==> config.mk <==
export PLATFORM = sky130hd
export DESIGN_NAME = fifo_pkt_serializer
export DESIGN_NICKNAME = d
export VERILOG_FILES = /design/src/rtl/fifo_pkt_serializer.sv
export SDC_FILE = /design/constraint.sdc
export NUM_CORES = 1
export LEC_CHECK = 0
export CAP_MARGIN = 10
export CORE_MARGIN = 2
export CORE_UTILIZATION = 45
export CTS_BUF_LIST = sky130_fd_sc_hd__clkbuf_8 sky130_fd_sc_hd__clkbuf_16
export CTS_CLUSTER_SIZE = 10
export DETAILED_ROUTE_END_ITERATION = 8
export PLACE_DENSITY_LB_ADDON = 0.25
export SLEW_MARGIN = 40
export SYNTH_ARGS = -nofsm -noshare
export SYNTH_HDL_FRONTEND = slang
export SYNTH_SLANG_ARGS = --single-unit
==> constraint.sdc <==
create_clock -name clk -period 4.4 [get_ports clk]
set_input_delay 0.88 -clock clk [delete_from_list [all_inputs] [get_ports clk]]
set_output_delay 0.88 -clock clk [all_outputs]
set_load 0.01 [all_outputs]
==> src/rtl/fifo_pkt_serializer.sv <==
// Frames PKT_WORDS show-ahead FIFO words into SOF-headed byte packets, data LSB-first.
// Define PKT_CHECKSUM_EN to append an XOR checksum byte carrying m_eof.
`timescale 1ns/1ps
module fifo_pkt_serializer #(
    parameter int         WIDTH     = 32,
    parameter int         PKT_WORDS = 4,
    parameter logic [7:0] SOF_BYTE  = 8'hA5
) (
    input  logic             clk,
    input  logic             rstn,
    input  logic             fifo_empty,
    input  logic [WIDTH-1:0] fifo_dout,
    output logic             fifo_pop,
    output logic [7:0]       m_data,
    output logic             m_valid,
    input  logic             m_ready,
    output logic             m_sof,
    output logic             m_eof
);

    localparam int BYTES = WIDTH / 8;
    // Single-byte words / single-word packets still need a 1-bit counter.
    localparam int BIW = (BYTES > 1) ? $clog2(BYTES) : 1;
    localparam int WCW = (PKT_WORDS > 1) ? $clog2(PKT_WORDS) : 1;
    localparam logic [BIW-1:0] BYTE_LAST = BIW'(BYTES - 1);
    localparam logic [WCW-1:0] WORD_LAST = WCW'(PKT_WORDS - 1);

    localparam logic [2:0] ST_IDLE  = 3'd0;
    localparam logic [2:0] ST_HDR   = 3'd1;
    localparam logic [2:0] ST_LOAD  = 3'd2;
    localparam logic [2:0] ST_SHIFT = 3'd3;
`ifdef PKT_CHECKSUM_EN
    localparam logic [2:0] ST_CSUM  = 3'd4;
`endif

    logic [2:0]       state_q, state_d;
    logic [WIDTH-1:0] shreg_q, shreg_d;
    logic [BIW-1:0]   byte_idx_q, byte_idx_d;
    logic [WCW-1:0]   word_cnt_q, word_cnt_d;
`ifdef PKT_CHECKSUM_EN
    logic [7:0]       csum_q, csum_d;
`endif

    // Stream outputs decode from registered state only; m_ready never reaches them.
    always_comb begin
        m_valid = 1'b0;
        m_data  = '0;
        m_sof   = 1'b0;
        m_eof   = 1'b0;
        case (state_q)
            ST_HDR: begin
                m_valid = 1'b1;
                m_data  = SOF_BYTE;
                m_sof   = 1'b1;
            end
            ST_SHIFT: begin
                m_valid = 1'b1;
                m_data  = shreg_q[7:0];
`ifndef PKT_CHECKSUM_EN
                m_eof   = (byte_idx_q == BYTE_LAST) && (word_cnt_q == WORD_LAST);
`endif
            end
`ifdef PKT_CHECKSUM_EN
            ST_CSUM: begin
                m_valid = 1'b1;
                m_data  = csum_q;
                m_eof   = 1'b1;
            end
`endif
            default: ;
        endcase
    end

    assign fifo_pop = (state_q == ST_LOAD) & ~fifo_empty;

    always_comb begin
        state_d    = state_q;
        shreg_d    = shreg_q;
        byte_idx_d = byte_idx_q;
        word_cnt_d = word_cnt_q;
`ifdef PKT_CHECKSUM_EN
        csum_d     = csum_q;
`endif
        case (state_q)
            ST_IDLE: begin
                if (!fifo_empty) state_d = ST_HDR;
            end
            ST_HDR: begin
                if (m_ready) begin
                    word_cnt_d = '0;
`ifdef PKT_CHECKSUM_EN
                    csum_d     = '0;
`endif
                    state_d    = ST_LOAD;
                end
            end
            ST_LOAD: begin
                if (!fifo_empty) begin
                    shreg_d    = fifo_dout;
                    byte_idx_d = '0;
                    state_d    = ST_SHIFT;
                end
            end
            ST_SHIFT: begin
                if (m_ready) begin
                    shreg_d    = shreg_q >> 8;
                    byte_idx_d = byte_idx_q + BIW'(1);
`ifdef PKT_CHECKSUM_EN
                    csum_d     = csum_q ^ shreg_q[7:0];
`endif
                    if (byte_idx_q == BYTE_LAST) begin
                        byte_idx_d = '0;
                        if (word_cnt_q == WORD_LAST) begin
                            word_cnt_d = '0;
`ifdef PKT_CHECKSUM_EN
                            state_d    = ST_CSUM;
`else
                            state_d    = ST_IDLE;
`endif
                        end else begin
                            word_cnt_d = word_cnt_q + WCW'(1);
                            state_d    = ST_LOAD;
                        end
                    end
                end
            end
`ifdef PKT_CHECKSUM_EN
            ST_CSUM: begin
                if (m_ready) state_d = ST_IDLE;
            end
`endif
            default: state_d = ST_IDLE;
        endcase
    end

    always_ff @(posedge clk or negedge rstn) begin
        if (!rstn) begin
            state_q    <= ST_IDLE;
            shreg_q    <= '0;
            byte_idx_q <= '0;
            word_cnt_q <= '0;
`ifdef PKT_CHECKSUM_EN
            csum_q     <= '0;
`endif
        end else begin
            state_q    <= state_d;
            shreg_q    <= shreg_d;
            byte_idx_q <= byte_idx_d;
            word_cnt_q <= word_cnt_d;
`ifdef PKT_CHECKSUM_EN
            csum_q     <= csum_d;
`endif
        end
    end

endmodule

==> flow_metrics.tcl <==
set metrics [dict create \
    drt_first_pass_iters 4 \
    static-leakage-power_nw 1.14 \
    seqPwrFrac_pct 37.9 \
    place.port_buffers 47 \
    postSynthRegisterBits 38 \
    die_y_um 68.2 \
    timing.critical_path.buf_inv 1 \
    worst-path-max-fanout 25 \
    post_cts_resize_count 0 \
    critical_path.slowest_cell "sky130_fd_sc_hd__dfrtp_1" \
    grt_start_max_net_pins 39 \
    largest_incremental_delay_on_the_critical_path_ns 0.67 \
    multiInputGateArea_um2 851 \
    crit_path_cell_trace "nand2_2, nor2_1, clkdlybuf4s50_1" \
    arrival_ns 2.23 \
    coreArea_mm2 0.00397 \
    post-place-cells 233 \
    power.switching_fraction_pct 32.2 \
    residual_overflow_from_global_routing 0 \
    critical_path_required_ns 3.52 \
    netlist-cell-type-count 22 \
    cts_setup_buffers 0 \
    clk_pin_slew_worst_paths_ns 0.07 \
    internal_power_mw 0.988 \
    ir_drop_uv 247 \
    final_hpwl_from_detailed_placement_um 2590 \
    core.rowCount 23 \
    setup.worst_path.class "register to primary output" \
    timing.critical_path.to_type "primary output" \
    start_util_pct 46.7 \
    worstSkewPairLatency_ns 0.29 \
    post-route-cell-area_mm2 0.00245 \
    final_layout_size_suffix_gt1_share_pct 20.9 \
    total_power_density_per_cell_area_mw_per_mm2 596 \
    first_global_vias 1307 \
    layout.filler_cells 332 \
    first_iter_violations 69 \
    htreeDepth 2 \
    diodes 0 \
    max_slew_margin_pct 59.5 \
    syn_to_final_growth_pct 32.0 \
    ff_latch_area_um2 951 \
    timing_max_transition_violations_final 0 \
    first_pass_grt_wire_length_um 6200 \
    worst_clock_skew_ns 0.00668 \
    cts_hold_repair.buffers 0 \
    syn_area_per_cell_um2 13.0 \
    final_util_pct 61.6 \
    drc 0 \
    syn-num-nets 181 \
    route.detailed.wl_per_inst_um 15.3 \
    place_congestion 0.713 \
    yosys_warnings 0 \
    final_period_minus_worst_setup_slack_ns 3.11 \
    clockPowerShare_pct 16.8 \
    timing.setup.tns_ns 0 \
    cts_buffers 5 \
    route.antenna.remaining_nets 0 \
    sequential_fraction_of_the_synthesis_area_pct 51.3 \
    maxCapViolations 0 \
    placed_area_mm2 0.00235 \
    power.net_switching_mw 0.470 \
    maxClockFrequency_mhz 322 \
    detailedPlace.worstSlack_ns 1.34 \
    cts.sinks 38 \
    tritoncts "built" \
    fin_crit_share_pct 70.6 \
    die_area_mm2 0.00465 \
    netlist_area_mm2 0.00185 \
    total_power_mw 1.46 \
    worstHoldPathType "register to register" \
    instances_no_fill 241 \
    rsz_0062_raised_after_global_routing "no" \
    antenna_found_initial 0 \
    outcome "finished clean" \
    comb_pwr_share_pct 45.3 \
    max-clock-path-buffers 2 \
    whs_ns 0.500 \
    post_synth_inst_count 143 \
    chipWidth_um 68.2 \
    drt_wl_total_um 3700 \
    total_global_routing_track_utilization_pct 18.5 \
    worst_slew_pin_slew_ns 0.605 \
    cp-start-kind "register" \
    routed_via_count_divided_by_cell_count 5.21 \
    timing.critical_path.max_delay_family "simple AND/OR/NAND/NOR gates" \
    design.portCount 48 \
    clock-root-buffer "sky130_fd_sc_hd__clkbuf_8" \
    timing.final.hold_violations 0 \
    dr_total_vias 1255 \
    setup_ws_final_ns 1.29 \
    nNetsFinal 228 \
    final-setup-viol-count 0 \
]
[final cells by class]
type	count	area share, %
clock inverter	2	0.358
timing repair buffer	49	19.7
sequential	38	38.9
clock buffer	6	3.38
multi-input combinational	94	34.8
tap	50	2.56
inverter	2	0.307
[cells in the final DEF (no fill, tap or decap), types with 3 or more instances in the layout]
cell type	n
sky130_fd_sc_hd__a22o_1	10
sky130_fd_sc_hd__and3_1	4
sky130_fd_sc_hd__buf_4	3
sky130_fd_sc_hd__clkbuf_8	6
sky130_fd_sc_hd__clkdlybuf4s50_1	46
sky130_fd_sc_hd__dfrtp_1	38
sky130_fd_sc_hd__inv_1	3
sky130_fd_sc_hd__mux2_1	20
sky130_fd_sc_hd__mux2_2	28
sky130_fd_sc_hd__nand2_1	6
sky130_fd_sc_hd__nand2b_1	3
sky130_fd_sc_hd__o21a_1	5
sky130_fd_sc_hd__o21ai_0	6
[layer usage]
metal / vias up / GRT usage [%] / share of wire [%]
li1: 612 / - / -
met5: - / 0 / 0
met2: 32 / 29.9 / 50
met3: 4 / 5.59 / 4.1
met4: 0 / 6.00 / 1.2
met1: 607 / 23.7 / 45
[worst register-to-register path: stages, from the launching register on]
cell and delay, ns:
sky130_fd_sc_hd__dfrtp_1 0.67, sky130_fd_sc_hd__nand2_2 0.49, sky130_fd_sc_hd__mux2_1 0.47, sky130_fd_sc_hd__mux2_2 0.27
[final timing paths]
path                                    startpoint                 endpoint  slack, ns  cells past startpoint
setup / recovery            state_q[0]$_DFFE_PN0P_                    m_eof       1.29                      3
hold / removal             shreg_q[14]$_DFFE_PN0P_  shreg_q[14]$_DFFE_PN0P_       0.50                      1
setup reg to reg            state_q[0]$_DFFE_PN0P_   shreg_q[2]$_DFFE_PN0P_       2.39                      3
hold reg to reg            shreg_q[14]$_DFFE_PN0P_  shreg_q[14]$_DFFE_PN0P_       0.50                      1
max in group asynchronous                     rstn  shreg_q[24]$_DFFE_PN0P_       3.50                      1
min in group asynchronous                     rstn   shreg_q[4]$_DFFE_PN0P_       0.56                      1
[registers in the layout, indices dropped and copies added, names as in the netlist]
name / count
shreg_q: 32
byte_idx_q: 2
state_q: 2
word_cnt_q: 2
[logic make-up (layout without fill, tap and decap cells)]
group | count (synthesis) | count (layout) | share of synthesized area [%]
adders and majority gates | 2 | 2 | 1.35
buffers and inverters | 11 | 59 | 2.77
DFF | 38 | 38 | 51.3
and+or+nand+nor | 22 | 22 | 6.62
muxes | 48 | 48 | 29.2
AOI/OAI and AO/OA | 22 | 22 | 8.78
[power groups by stage]
| stage | logic, mW | registers [mW] | clock network, mW |
|---|---|---|---|
| 6_report | 0.661 | 0.553 | 0.245 |
| 5_1_grt | 0.726 | 0.573 | 0.267 |
| 4_1_cts | 0.671 | 0.553 | 0.251 |
| 3_5_place_dp | 0.664 | 0.560 | 0 |
| 3_3_place_gp | 0.644 | 0.549 | 0 |
| 2_1_floorplan | 0.494 | 0.515 | 0 |
[synth_stat cells]
library cell / instances / area, µm²
sky130_fd_sc_hd__nor3_2: 1 / 10.0
sky130_fd_sc_hd__mux2_1: 20 / 225
sky130_fd_sc_hd__nand2_1: 6 / 22.5
sky130_fd_sc_hd__nand2b_1: 3 / 18.8
sky130_fd_sc_hd__nand4_1: 1 / 6.26
sky130_fd_sc_hd__o21a_1: 5 / 37.5
sky130_fd_sc_hd__nor2b_1: 2 / 12.5
sky130_fd_sc_hd__inv_1: 2 / 7.51
sky130_fd_sc_hd__o21ai_0: 6 / 30.0
sky130_fd_sc_hd__and3_1: 4 / 25.0
sky130_fd_sc_hd__nand3_1: 2 / 10.0
sky130_fd_sc_hd__nor2_1: 1 / 3.75
sky130_fd_sc_hd__buf_2: 5 / 25.0
sky130_fd_sc_hd__a22o_1: 10 / 87.6
sky130_fd_sc_hd__buf_4: 1 / 7.51
sky130_fd_sc_hd__dfrtp_1: 38 / 951
sky130_fd_sc_hd__nand2_2: 1 / 6.26
sky130_fd_sc_hd__ha_1: 2 / 25.0
sky130_fd_sc_hd__or4_1: 1 / 7.51
sky130_fd_sc_hd__clkbuf_1: 3 / 11.3
sky130_fd_sc_hd__o31ai_1: 1 / 7.51
sky130_fd_sc_hd__mux2_2: 28 / 315
Power figures use the tool's default switching activity.
